### config.mk
export PLATFORM = sky130hd
export DESIGN_NAME = reg_writeback
export DESIGN_NICKNAME = d
export VERILOG_FILES = /design/src/rtl/reg_writeback.sv
export SDC_FILE = /design/constraint.sdc
export NUM_CORES = 1
export LEC_CHECK = 0
export ABC_AREA = 1
export CORE_ASPECT_RATIO = 1.25
export CORE_MARGIN = 4
export CORE_UTILIZATION = 59
export CTS_CLUSTER_SIZE = 25
export DETAILED_ROUTE_END_ITERATION = 8
export PLACE_DENSITY_LB_ADDON = 0.12
export SLEW_MARGIN = 0
export SYNTH_ARGS = -nofsm -noshare
export SYNTH_HDL_FRONTEND = slang
export SYNTH_SLANG_ARGS = --single-unit
### constraint.sdc
create_clock -name CLK -period 4.2 [get_ports CLK]
set_input_delay 0.42 -clock CLK [delete_from_list [all_inputs] [get_ports CLK]]
set_output_delay 0.42 -clock CLK [all_outputs]
set_load 0.02 [all_outputs]
### src/rtl/reg_writeback.sv
// reg_writeback: in-order write-back queue feeding a register file write port.
// Define REG_WRITEBACK_FWD_EN to add the fwdValid/fwdData forwarding outputs.
module reg_writeback #(
  parameter int W     = 8,
  parameter int D     = 3,
  parameter int DEPTH = 4
) (
  input  logic                         CLK,
  input  logic                         RST_N,
  input  logic                         in_valid,
  output logic                         in_ready,
  input  logic [D-1:0]                 in_dest,
  input  logic                         in_port,
  input  logic [W-1:0]                 in_data,
  input  logic                         stall,
  output logic [1:0]                   RegWrite,
  output logic [D-1:0]                 srcA,
  output logic [D-1:0]                 srcB,
  output logic [W-1:0]                 writeValue,
  input  logic [D-1:0]                 qAddr,
  output logic                         qHazard,
`ifdef REG_WRITEBACK_FWD_EN
  output logic                         fwdValid,
  output logic [W-1:0]                 fwdData,
`endif
  output logic [$clog2(DEPTH+1)-1:0]   count
);
  localparam int PW = $clog2(DEPTH);
  localparam int CW = $clog2(DEPTH + 1);
  logic [D-1:0]  destMem [DEPTH];
  logic          portMem [DEPTH];
  logic [W-1:0]  dataMem [DEPTH];
  logic [PW-1:0] wrPtr, rdPtr;
  logic          push, pop;
  assign in_ready = count != CW'(DEPTH);
  assign push     = in_valid && in_ready;
  assign pop      = (count != '0) && !stall;
  always_ff @(posedge CLK or negedge RST_N)
    if (!RST_N) begin
      wrPtr <= '0;
      rdPtr <= '0;
      count <= '0;
    end else begin
      if (push) wrPtr <= wrPtr + PW'(1);
      if (pop) rdPtr <= rdPtr + PW'(1);
      count <= count + CW'(push) - CW'(pop);
    end
  // Entry storage is left uncleared; validity comes only from count/rdPtr.
  always_ff @(posedge CLK)
    if (push) begin
      destMem[wrPtr] <= in_dest;
      portMem[wrPtr] <= in_port;
      dataMem[wrPtr] <= in_data;
    end
  assign RegWrite   = pop ? (portMem[rdPtr] ? 2'b10 : 2'b01) : 2'b00;
  assign srcA       = RegWrite[0] ? destMem[rdPtr] : '0;
  assign srcB       = RegWrite[1] ? destMem[rdPtr] : '0;
  assign writeValue = pop ? dataMem[rdPtr] : '0;
  always_comb begin
    qHazard = 1'b0;
    for (int i = 0; i < DEPTH; i++)
      if (CW'(i) < count && destMem[rdPtr + PW'(i)] == qAddr) qHazard = 1'b1;
  end
`ifdef REG_WRITEBACK_FWD_EN
  assign fwdValid = qHazard;
  // Scanning oldest to youngest lets the youngest match win.
  always_comb begin
    fwdData = '0;
    for (int i = 0; i < DEPTH; i++)
      if (CW'(i) < count && destMem[rdPtr + PW'(i)] == qAddr) fwdData = dataMem[rdPtr + PW'(i)];
  end
`endif
endmodule

==> results.json, run 1 <==
{
  "grt_overflow": 0,
  "viasPerCell": 5.34,
  "drtIter0Drc": 146,
  "syn_avg_cell_area_um2": 9.87,
  "worstReg2RegEnd": "portMem[0]",
  "p_total_uw": 2380,
  "first_global_vias": 2056,
  "slew_headroom_pct": 23.0,
  "slew_viol_final": 0,
  "ctsHoldBuffers": 0,
  "start_util_pct": 62.8,
  "setup.worst_path.end_class": "primary output",
  "synth_top_family_by_area": "simple AND/OR/NAND/NOR gates",
  "fin_tns_setup_ps": 0,
  "synth-xor-area-share_pct": 0.925,
  "std_cell_rows": 27,
  "cts_setup_buffers": 0,
  "nFillCells": 342,
  "synth-compound-area-share_pct": 4.93,
  "syn2layout_area_growth_pct": 17.5,
  "dp_hpwl_um": 4090,
  "crit_fanout": 18,
  "fmax_mhz": 320,
  "crit_required_ps": 3780,
  "drc": 0,
  "antenna_cells": 0,
  "status": "finished clean",
  "clock-root-buffer": "clkbuf_8",
  "final_common_cell": "nand2_1",
  "synthAdderAreaFrac_pct": 4.23,
  "htree_levels": 2,
  "layout_common_cells": "nand2_1, edfxtp_1, clkdlybuf4s50_1, inv_1, nand3_1",
  "worstMarginPinSlew_ps": 1150,
  "gp_congestion": 0.825,
  "cts_buffers": 5,
  "final_layout_size_suffix_gt1_share_pct": 11.5,
  "post_cts_resized": 0,
  "finalSetupViolations": 0,
  "rr_worst_depth": 4,
  "p_per_area_nw_per_um2": 712,
  "netlist_instances": 288,
  "final_nets": 358,
  "p_leak_uw": 0.00140,
  "die_h_um": 85.6,
  "syn_area_um2": 2840,
  "hp-class": "in -> async",
  "grt_pass1_wl_um": 9290,
  "ys_types": 27,
  "die_w_um": 70.1,
  "fin_crit_ps": 3130,
  "wire_per_inst_um": 14.2,
  "syn_nets": 316,
  "rsz0062_at_grt": "no",
  "wl_um": 5510,
  "fin_skew_ps": 4.89,
  "synth_warnings": 0,
  "critPathKind": "reg -> out",
  "instances_no_fill": 389,
  "hold_viol": 0,
  "clk_pin_slew_worst_paths_ps": 90,
  "rrSetupSlack_ps": 2090,
  "cts_tree": "built",
  "dp.cells": 381,
  "grt_max_degree": 19,
  "io_pins": 40,
  "synth_mux_area_share_pct": 0,
  "synthSimpleGateAreaFrac_pct": 26.7,
  "worstSetupStartpointType": "flop",
  "dr.pass1.iters": 4,
  "port_buffers": 39,
  "rr_startpoint": "count[1]",
  "drv_cap": 0,
  "antenna_found_initial": 0,
  "yosysSeqAreaShare_pct": 56.9,
  "grt_use_total_pct": 19.9,
  "clockBufferDepth": 2,
  "fin_crit_sh_pct": 74.5,
  "num_vias": 2076,
  "synth-seq-cells": 55,
  "core_area_um2": 4530,
  "antenna_left": 0,
  "clock-sinks": 55,
  "clk_latency_ps": 300,
  "worstPathArrival_ps": 2710,
  "ir_worst_vdd_mv": 0.382,
  "dieArea_um2": 6000
}
==> registers in the layout, indices dropped and copies added, names as in the netlist <==
signal and count:
rdPtr 2, wrPtr 2, destMem 12, dataMem 32, count 3, portMem 4
==> cells in the mapped netlist (all sizes together) <==
cell	n	area, µm²
nand2	113	508
edfxtp	48	1440
inv	31	126
nand3	26	145
nor2	22	87.6
a22oi	8	60.1
a31oi	8	50.1
ha	8	100
dfrtp	7	175
a21oi	5	25.0
buf	4	53.8
xor2	2	17.5
and2	1	6.26
fa	1	20.0
nand4	1	6.26
nor3	1	5.00
o21ai	1	5.00
xnor2	1	8.76
==> final cells by class <==
cell class	count	area (µm²)	area share [%]
Timing Repair Buffer	39	390	11.7
Sequential cell	55	1620	48.4
Clock buffer	5	68.8	2.06
Multi-Input combinational cell	198	1040	31.3
Inverter	31	126	3.78
Tap cell	58	72.6	2.17
Clock inverter	3	20.0	0.599
==> layer usage <==
| layer | vias to the layer above | part of all wire [%] | track usage (%) |
|---|---|---|---|
| met1 | 948 | 38 | 20.9 |
| met2 | 71 | 52 | 37.7 |
| met5 | - | 0 | 0 |
| met4 | 0 | 3.2 | 9.41 |
| li1 | 1044 | - | - |
| met3 | 13 | 6.4 | 4.10 |
==> worst max-delay path by stage <==
stage / start / endpoint / cells after the start
CTS: rdPtr[0] / srcA[0] / 9
global route: rdPtr[0] / srcA[1] / 9
global placement: rdPtr[0] / srcA[1] / 9
floorplan: count[1] / count[2] / 8
detailed placement: rdPtr[0] / srcA[0] / 9
finish: rdPtr[0] / srcA[2] / 9
==> report_power, final <==
part | leakage [µW] | internal, µW | switching (µW)
sequential | 0.000521 | 735 | 109
clock | 0.0000418 | 116 | 161
combinational | 0.000835 | 475 | 781
total | 0.00140 | 1330 | 1050
==> critical path, stage by stage (launching register included) <==
cell and delay (ps):
dfrtp_1 840, inv_8 160, nand2_4 140, inv_2 120
nand2_1 80, nand4_1 130, nor2_2 180, inv_2 60
nor2_1 80, clkdlybuf4s50_1 600
==> per-stage QoR <==
step / utilization (%) / setup slack (ps) / instance area [µm²] / hold WS (ps)
floorplan: - / 2050 / 2840 / 124
global placement: 71.8 / 1460 / 3250 / 547
detailed placement: 71.8 / 1420 / 3250 / 570
CTS: 73.8 / 1070 / 3340 / 379
global route: 73.8 / 855 / 3340 / 396
finish: 73.8 / 1070 / 3340 / 366
==> cells by family after synthesis <==
family | Yosys count
buffers and inverters | 35
DFF | 55
adders and majority gates | 9
AOI/OAI and AO/OA | 22
xor gates and xnor gates | 3
and+or+nand+nor | 164
Note: power is estimated with default switching activity, not from simulation.
==> run 2, diff against run 1 <==
CORE_UTILIZATION = 54   (was 59)
clock period = 2.9 ns   (was 4.2 ns; I/O delays follow)
==> results.json, run 2 (synthesis gave the netlist of run 1 again) <==
{
  "drv_cap": 0,
  "final_area_um2": 3430,
  "path_buf_inv": 3,
  "rr_worst_depth": 8,
  "slew_headroom_pct": 74.0,
  "slowest_delay_ps": 590,
  "drtIter0Drc": 117,
  "std_cell_rows": 29,
  "worstPathArrival_ps": 2320,
  "start_util_pct": 55.9,
  "detailedPlace.worstSlack_ps": 491,
  "dpl-instance-area_um2": 3300,
  "route.met3.wl_um": 332,
  "hold_ws_ps": 269,
  "cts_tree": "built",
  "gp_congestion": 0.832,
  "io_pins": 40,
  "num_vias": 2087,
  "clock-sinks": 55,
  "largest_reg_flops": 32,
  "fmax_mhz": 382,
  "antenna_cells": 0,
  "fin_skew_ps": 10.7,
  "fin_crit_sh_pct": 90.2,
  "wire_per_inst_um": 13.8,
  "drc": 0,
  "critical-path-top-delay-family": "buffers and inverters",
  "dp_hpwl_um": 4030,
  "ir_worst_vdd_mv": 0.571,
  "crit_fanout": 10,
  "core_area_um2": 5080,
  "worstMarginPinSlew_ps": 388,
  "layout_common_cells": "nand2_1, edfxtp_1, clkdlybuf4s50_1, inv_1, nand3_1",
  "fin_crit_ps": 2610,
  "slew_viol_final": 0,
  "cp_common_cell": "nand2_1",
  "clockBufferDepth": 2,
  "viasPerCell": 5.23,
  "met1Wirelength_um": 2300,
  "fin_tns_setup_ps": 0,
  "p_total_uw": 3650,
  "finalSetupViolations": 0,
  "cts_buffers": 5,
  "final_common_cell": "nand2_1",
  "clk_pin_slew_worst_paths_ps": 90,
  "worstPathCellList": "buf_4 -> nand2_4 -> nand2_2 -> nand2_1 -> nand3_1 -> nand2_1 -> nor2_1 -> nand2_1 -> nand2_1 -> inv_1 -> nand2_1 -> clkdlybuf4s50_1",
  "syn2layout_area_growth_pct": 20.9,
  "antenna_left": 0,
  "setup.worst_path.end_class": "primary output",
  "first_global_vias": 2060,
  "fin_ws_ps": 285,
  "port_buffers": 39,
  "top_register": "dataMem",
  "critPathKind": "reg -> out",
  "critical_path_depth": 12,
  "reg_top3": "dataMem: 32 flops, destMem: 12 flops, portMem: 4 flops",
  "wl_um": 5510,
  "dieArea_um2": 6490,
  "crit_required_ps": 2610,
  "clk_latency_ps": 300,
  "crit_slowest_cell": "clkdlybuf4s50_1",
  "cts_setup_buffers": 0,
  "antenna_found_initial": 0,
  "top_layer": "met4",
  "status": "finished clean",
  "p_per_area_nw_per_um2": 1060,
  "wl_met2_um": 2790,
  "hp-class": "in -> async",
  "final_layout_size_suffix_gt1_share_pct": 13.4,
  "grt_pass1_wl_um": 9230,
  "hold_viol": 0,
  "final_nets": 364,
  "grt_use_total_pct": 18.6,
  "worstSetupStartpointType": "flop",
  "p_leak_uw": 0.00145,
  "clock-root-buffer": "clkbuf_8",
  "htree_levels": 2,
  "die_w_um": 72.9,
  "grt_overflow": 0,
  "rsz0062_at_grt": "no",
  "grt_max_degree": 17,
  "dr.pass1.iters": 4,
  "die_h_um": 89.1
}
run 2: changes by cell type in the layout (fill, tap and decap cells not counted):
cell,before,now
dfrtp_1,7,6
dfrtp_2,0,1
clkinvlp_4,1,0
clkbuf_1,0,1
clkinv_4,1,0
buf_4,0,6
bufinv_16,0,2
clkinv_1,1,0
run 2: cell type report:
type	instances	area [µm²]
Sequential cell	55	1620
Clock inverter	2	60.1
Fill cell	395	1650
Tap cell	62	77.6
Clock buffer	6	72.6
Timing Repair Buffer	45	435
Multi-Input combinational cell	198	1040
Inverter	31	126
run 2: final timing paths:
check	from	slack [ps]	to
worst max-delay path	rdPtr[0]	290	qHazard
worst min-delay path	RST_N	270	count[1]
worst max register to register	count[1]	930	count[2]
worst min register to register	count[0]	580	count[0]
max in group asynchronous	RST_N	2320	rdPtr[0]
min in group CLK	count[0]	580	count[0]
run 2: stage by stage:
step / utilization, % / cells
2_1_floorplan: - / 288
3_3_place_gp: 65.0 / 391
3_5_place_dp: 65.0 / 391
4_1_cts: 67.6 / 399
5_1_grt: 67.6 / 399
6_report: 67.6 / 399
run 2: timing repair:
action                     CTS  global route
hold endpoints to repair     0             0
hold buffers                 0             0
resized for setup            0             1
setup endpoints to repair    0             4
run 2: routing by layer:
metal | global-route usage (%) | up-vias
met5 | 0 | -
met4 | 8.22 | 0
met3 | 4.39 | 9
met2 | 32.8 | 61
met1 | 21.5 | 966
li1 | - | 1051
run 2: power by group:
group | total [µW] | switching (µW) | internal, µW
combinational | 1900 | 1180 | 725
sequential | 1170 | 110 | 1060
clock | 574 | 229 | 345
run 2: worst register-to-register path, delay by kind of cell (launching register included):
kind,cells,cell delay (ps)
fa+ha+maj,3,900
flops,1,410
simple gates,2,280
buf+inv,2,150
xor+xnor,1,130
==> run 3, diff against run 2 <==
ABC_CLOCK_PERIOD_IN_PS = 2900   (was not set)
CELL_PAD_IN_SITES_DETAIL_PLACEMENT = 1   (was not set)
CELL_PAD_IN_SITES_GLOBAL_PLACEMENT = 1   (was not set)
CORE_UTILIZATION = 42   (was 54)
==> results.json, run 3 (synthesis gave the netlist of run 1 again) <==
{
  "clk_latency_ps": 320,
  "die_h_um": 100,
  "worstPathArrival_ps": 2370,
  "htree_levels": 2,
  "final_common_cell": "nand2_1",
  "fin_crit_sh_pct": 91.6,
  "crit_fanout": 9,
  "fin_skew_ps": 8.78,
  "grt_use_total_pct": 18.6,
  "clock-root-buffer": "clkbuf_8",
  "slew_viol_final": 0,
  "wire_per_inst_um": 15.9,
  "drtIter0Drc": 50,
  "critical-path-top-delay-family": "buffers and inverters",
  "slowest_delay_ps": 620,
  "setup.worst_path.end_class": "primary output",
  "core_area_um2": 6570,
  "dp_hpwl_um": 5240,
  "final_layout_size_suffix_gt1_share_pct": 14.7,
  "path_buf_inv": 3,
  "reg_top3": "dataMem: 32 flops, destMem: 12 flops, portMem: 4 flops",
  "slew_headroom_pct": 76.8,
  "start_util_pct": 43.3,
  "dr.pass1.iters": 4,
  "clockBufferDepth": 2,
  "clock-sinks": 55,
  "ir_worst_vdd_mv": 0.490,
  "final_nets": 368,
  "grt_pass1_wl_um": 11500,
  "cts_tree": "built",
  "antenna_left": 0,
  "cts_buffers": 5,
  "grt_overflow": 0,
  "clk_pin_slew_worst_paths_ps": 100,
  "std_cell_rows": 33,
  "layout_common_cells": "nand2_1, edfxtp_1, clkdlybuf4s50_1, inv_1, nand3_1",
  "worstPathCellList": "buf_4 -> nand2_4 -> inv_2 -> nand2_1 -> nand4_1 -> nand2_1 -> nor2_1 -> clkdlybuf4s50_1",
  "die_w_um": 81.6,
  "utilization_pct": 52.7,
  "critPathKind": "reg -> out",
  "status": "finished clean",
  "io_pins": 40,
  "top_register": "dataMem",
  "finalSetupViolations": 0,
  "num_vias": 2144,
  "hold_viol": 0,
  "gp_congestion": 0.871,
  "fin_tns_setup_ps": 0,
  "wl_um": 6790,
  "instances_no_fill": 428,
  "drv_cap": 0,
  "dieArea_um2": 8150,
  "rsz0062_at_grt": "no",
  "largest_reg_flops": 32,
  "worstSetupStartpointType": "flop",
  "crit_slowest_cell": "clkdlybuf4s50_1",
  "port_buffers": 39,
  "cp_common_cell": "nand2_1",
  "hp-class": "in -> async",
  "drc": 0,
  "antenna_found_initial": 0,
  "antenna_cells": 0,
  "p_leak_uw": 0.00145,
  "grt_max_degree": 20,
  "worstMarginPinSlew_ps": 348,
  "first_global_vias": 2333,
  "fin_crit_ps": 2660,
  "crit_required_ps": 2610,
  "ctsHoldBuffers": 0,
  "syn2layout_area_growth_pct": 21.8,
  "dp.cells": 417,
  "fmax_mhz": 377,
  "p_per_area_nw_per_um2": 1050,
  "viasPerCell": 5.01
}
[run 3: routing by layer]
metal	up-vias	global-route usage, %	part of all wire [%]
met5	-	0	0
met4	0	6.52	2.1
met3	10	2.69	3.3
met2	40	34.3	55
met1	1032	21.6	40
li1	1062	-	-
[run 3: repair_timing]
item | 4_1_cts | 5_1_grt
pin swaps | 0 | 0
setup buffers | 0 | 3
setup endpoints to repair | 2 | 2
resized for setup | 1 | 0
[run 3: path summary, 6_finish.rpt]
check / start / endpoint / slack, ps / cells past startpoint
worst min register to register: count[0] / count[0] / 620 / 1
worst max register to register: count[1] / count[2] / 860 / 8
worst max-delay path: rdPtr[0] / srcB[2] / 240 / 8
min in group CLK: in_data[7] / dataMem[2][7] / 600 / 1
worst min-delay path: RST_N / rdPtr[0] / 240 / 1
max in group asynchronous: RST_N / rdPtr[0] / 2390 / 1
[run 3: through the flow]
step | hold slack (ps) | area (µm²) | total power, µW | setup slack (ps)
2_1_floorplan | -5.59 | 2840 | 2540 | 748
3_3_place_gp | 565 | 3340 | 3130 | 448
3_5_place_dp | 589 | 3340 | 3210 | 354
4_1_cts | 239 | 3440 | 3660 | 109
5_1_grt | 243 | 3460 | 3970 | 31.8
6_report | 236 | 3460 | 3630 | 245
[run 3: final cells by class]
type	count	area, µm²
repair buffers	49	465
clock buffers	5	68.8
clock inverters	3	27.5
well taps	87	109
inverters	31	126
multi-input cells	198	1040
fillers	752	3110
flip-flops and latches	55	1620
[run 3: power by group]
part / switching, µW / internal (µW) / total (µW)
registers: 114 / 1060 / 1180
clock network: 270 / 179 / 450
logic: 1250 / 760 / 2010
[run 3: worst reg2reg max path: stages (launching register included)]
cell     delay, ps
dfrtp_1        420
inv_1          120
nand3_1        110
nand2_1        210
ha_1           350
inv_1           40
ha_1           190
fa_1           380
xnor2_1        130
